## src/rtl/ofd2_ser.sv

```systemverilog
// Two-lane MSB-first serializer feeding the ofd2 output register stage.
// A one-word holding buffer in front of the shifter lets words stream with no lane gap.
`timescale 1ns/1ps
module ofd2_ser #(
  parameter int   WIDTH    = 16,
  parameter logic IDLE_LVL = 1'b0
) (
  input  logic             CK,
  input  logic             RSTN,
  input  logic [WIDTH-1:0] DIN,
  input  logic             DVAL,
  output logic             DRDY,
  output logic             D0,
  output logic             D1,
  output logic             FRM,
  output logic             BUSY
);

  localparam int PAIRS = WIDTH / 2;
  localparam int CW    = (PAIRS > 1) ? $clog2(PAIRS) : 1;
  localparam logic [CW-1:0] CNT_TOP = CW'(PAIRS - 1);

  typedef enum logic {
    ST_IDLE  = 1'b0,
    ST_SHIFT = 1'b1
  } state_t;

  state_t           state;
  state_t           state_nxt;
  logic [WIDTH-1:0] hold;
  logic             hfull;
  logic [WIDTH-1:0] sr;
  logic [CW-1:0]    cnt;
  logic             accept;
  logic             load;

  // Accept and load are mutually exclusive: one needs an empty buffer, the other a full one.
  assign accept = DVAL && !hfull;
  assign load   = hfull && ((state == ST_IDLE) || (cnt == '0));
  assign DRDY   = !hfull;

  always_ff @(posedge CK or negedge RSTN) begin
    if (!RSTN) begin
      state <= ST_IDLE;
    end else begin
      state <= state_nxt;
    end
  end

  always_comb begin
    state_nxt = state;
    case (state)
      ST_IDLE: begin
        if (hfull) begin
          state_nxt = ST_SHIFT;
        end
      end
      ST_SHIFT: begin
        if ((cnt == '0) && !hfull) begin
          state_nxt = ST_IDLE;
        end
      end
      default: state_nxt = ST_IDLE;
    endcase
  end

  // Holding buffer, shift register and pair counter.
  always_ff @(posedge CK or negedge RSTN) begin
    if (!RSTN) begin
      hold  <= '0;
      hfull <= 1'b0;
      sr    <= '0;
      cnt   <= '0;
    end else begin
      if (accept) begin
        hold  <= DIN;
        hfull <= 1'b1;
      end else if (load) begin
        hfull <= 1'b0;
      end

      if (load) begin
        sr  <= hold;
        cnt <= CNT_TOP;
      end else if ((state == ST_SHIFT) && (cnt != '0)) begin
        sr  <= {sr[WIDTH-3:0], 2'b00};
        cnt <= cnt - CW'(1);
      end
    end
  end

  always_comb begin
    D0   = IDLE_LVL;
    D1   = IDLE_LVL;
    FRM  = 1'b0;
    BUSY = hfull;
    if (state == ST_SHIFT) begin
      D0   = sr[WIDTH-1];
      D1   = sr[WIDTH-2];
      FRM  = (cnt == CNT_TOP);
      BUSY = 1'b1;
    end
  end

endmodule

```

## config.mk

```make
export PLATFORM = sky130hd
export DESIGN_NAME = ofd2_ser
export DESIGN_NICKNAME = d
export VERILOG_FILES = /design/src/rtl/ofd2_ser.sv
export SDC_FILE = /design/constraint.sdc
export NUM_CORES = 1
export LEC_CHECK = 0
export ABC_AREA = 1
export CORE_ASPECT_RATIO = 1.1
export CORE_MARGIN = 1.5
export CORE_UTILIZATION = 35
export CTS_CLUSTER_DIAMETER = 60
export DETAILED_ROUTE_END_ITERATION = 10
export HOLD_SLACK_MARGIN = 0.15
export PLACE_DENSITY = 0.63
export RECOVER_POWER = 100
export SYNTH_ARGS = -nofsm -noshare
export SYNTH_HDL_FRONTEND = slang
export SYNTH_SLANG_ARGS = --single-unit
```

## constraint.sdc

```tcl
create_clock -name CK -period 2.5 [get_ports CK]
set_input_delay 0.5 -clock CK [delete_from_list [all_inputs] [get_ports CK]]
set_output_delay 0.5 -clock CK [all_outputs]
set_load 0.01 [all_outputs]
```

==> summary.md <==
| Metric | Value |
|---|---|
| Total iterations of the first detailed-routing run | 4 |
| Via count | 1,294 |
| Crit path DAT | 1770 ps |
| GR Overflow Total | 0 |
| Peak VDD IR | 0.439 mV |
| Antenna violations before repair | 0 |
| Gr usage total | 0.141 |
| Final worst path period share | 0.910 |
| Hold slack | 472 ps |
| Routed WL | 3190 um |
| Total power | 2220 uW |
| Final hold vios | 0 |
| Wire per inst | 11.7 um |
| Vias in the first global route | 1,193 |
| Hold endpoint | hold[8]$_DFFE_PN0P_ |
| Max cap viols | 0 |
| Cell variety after synth | 14 |
| CTS buffer count | 5 |
| Antenna Diode Count | 0 |
| Reg2Reg Depth | 5 |
| PortBufs | 23 |
| DRT iter0 DRCs | 24 |
| Sequential area share after synthesis | 0.560 |
| Fmax | 440 MHz |
| R2r startpoint | hfull$_DFFE_PN0P_ |
| H-tree levels | 2 |
| Post-Synth XOR/XNOR Area | 0 |
| Mux contribution to synthesized area | 0 |
| Required time worst endpoint | 2000 ps |
| Ports | 24 |
| Reg-to-reg setup timing slack | 350 ps |
| Post-DP HPWL | 2170 um |
| Leak | 0.00102 uW |
| Syn Nets | 216 |
| CTS tree | built |
| CP Capture Type | output pin |
| # Post-CTS Setup Buffers | 0 |
| DRC | 0 |
| Hold depth | 2 |
| Setup_tns | 0 ps |
| Layout area overhead | 20.4% |
| Worst slew pin tran | 893 ps |
| Die X | 68.5 um |
| Slew Viols, Final | 0 |
| Synthesized area per cell | 8.52 sq um |
| Row count | 26 |
| Post-Place Worst Slack | 430 ps |
| RSZ-0062 raised after global routing | no |
| Synth Area in Compound Gates | 0.0159 |
| Endpoints failing setup | 0 |
| Core Footprint | 4590 sq um |
| Clk root buf | clkbuf_8 |
| CP Launch Point | hfull$_DFFE_PN0P_ |
| DR vias/cell | 4.74 |
| Post-route ant nets | 0 |
| CP Launch Type | flop |
| Full die area | 5140 sq um |
| Slew margin rel. | 0.405 |
| Clock sinks | 37 |
| Final worst setup slack | 226 ps |
| Area fraction in and, or, nand and nor cells after synthesis | 0.340 |
| Yosys reg bits | 37 |
| Min-delay src | hold[8]$_DFFE_PN0P_ |
| PD cells | 1120 nW/um^2 |
| Post-Syn Area | 1650 sq um |
| Tmin final | 2270 ps |
| Clock Path Buffers | 2 |
| Yosys warns | 0 |
| Status | finished, final reports clean |
| Worst skew pair latency | 280 ps |
| Die Ht | 75.1 um |
| Starting density of the core | 0.360 |
| End of the worst register-to-register path | hold[14]$_DFFE_PN0P_ |
| First-pass GRT wire length | 5380 um |
| Fin nets | 238 |
| Crit Path Category | reg -> out |
| RePlAce Congestion | 0.732 |
| Clk slew on worst S/H paths | 70 ps |
| Final core occ | 0.434 |
| Largest family of logic cells by synthesized area | simple AND/OR/NAND/NOR gates |
| Share of cells above drive strength 1 | 0.0599 |
| Post-Synth Adder-Cell Area | 0.0227 |
| CP Max Fanout | 18 |
| HP Class | reg -> reg |
| Worst Clk Skew | 4.71 ps |
| Largest net degree at the start of global routing | 38 |
| Cells after Synth | 194 |
[sequential cells by signal, indices dropped and copies added, names as in the netlist]
signal and cells:
hfull 1, cnt 3, hold 16, sr 16, state 1
[metal layers]
metal | up-vias | part of all wire | GRT usage
met5 | - | 0 | 0
met1 | 600 | 0.46 | 0.184
met4 | 0 | 0.0053 | 0.0600
met3 | 2 | 0.032 | 0.0404
li1 | 670 | - | -
met2 | 22 | 0.50 | 0.220
[critical path: stages (launching register included)]
cell           delay (ps)
dfrtp_2               520
inv_2                 280
nand2_1                70
dlygate4sd3_1         610
[power by group]
| group | switching, uW | total, uW | leakage, uW | internal, uW |
|---|---|---|---|---|
| Clock | 191 | 389 | 0.0000395 | 198 |
| Sequential | 172 | 1020 | 0.000467 | 849 |
| Combinational | 524 | 814 | 0.000510 | 290 |
| Total | 888 | 2220 | 0.00102 | 1340 |
[stage by stage]
stage / std cells / cell area (sq um)
2_1_floorplan: 194 / 1650
3_3_place_gp: 265 / 1920
3_5_place_dp: 265 / 1920
4_1_cts: 273 / 2000
5_1_grt: 273 / 1990
6_report: 273 / 1990
[cells in the final DEF, fill, tap and decap left out]
master	synthesis	final
a21oi_4	1	1
inv_2	3	3
nand3_1	60	60
dfrtp_2	0	1
clkdlybuf4s50_1	0	17
dlygate4sd3_1	0	6
clkbuf_1	1	5
nor2_1	1	1
buf_4	0	1
clkbuf_2	0	1
inv_1	7	7
nand2_1	67	67
o21ai_0	2	2
clkbuf_8	0	5
dfrtp_1	37	36
ha_1	3	3
nand2_2	1	1
[cells by family (layout without fill, tap and decap cells)]
family	after synthesis	count (layout)
buffers and inverters	22	45
and+or+nand+nor	129	129
DFF	37	37
adders and majority gates	3	3
AOI/OAI and AO/OA	3	3
[cell type report]
type                       count  area, sq um
clock buffer                   8         80.1
multi-input combinational    135          626
timing repair buffer          27          250
tap                           56         70.1
sequential                    37          927
fill                         461         2600
inverter                      10         37.5
[how the worst max path moves through the flow]
stage	endpoint	slack (ps)	depth (start not counted)
6_report	BUSY	230	3
3_3_place_gp	BUSY	460	3
4_1_cts	BUSY	110	3
2_1_floorplan	BUSY	1090	4
5_1_grt	BUSY	120	3
3_5_place_dp	BUSY	430	3
[timing repair]
item                                   4_1_cts  5_1_grt
gates resized for setup                      0        1
hold buffers                                 0        0
endpoints found under the hold margin        0        0
setup endpoints to repair                    0        1
[synth_stat cells]
cell | instances | area share
clkbuf_1 | 1 | 0.0023
nand2_2 | 1 | 0.0038
buf_2 | 9 | 0.027
nor2_1 | 1 | 0.0023
inv_2 | 3 | 0.0068
o21ai_0 | 2 | 0.0061
buf_1 | 1 | 0.0023
ha_1 | 3 | 0.023
inv_1 | 7 | 0.016
nand3_1 | 60 | 0.18
buf_6 | 1 | 0.0068
nand2_1 | 67 | 0.15
dfrtp_1 | 37 | 0.56
a21oi_4 | 1 | 0.0098
Power figures use the tool's default switching activity.
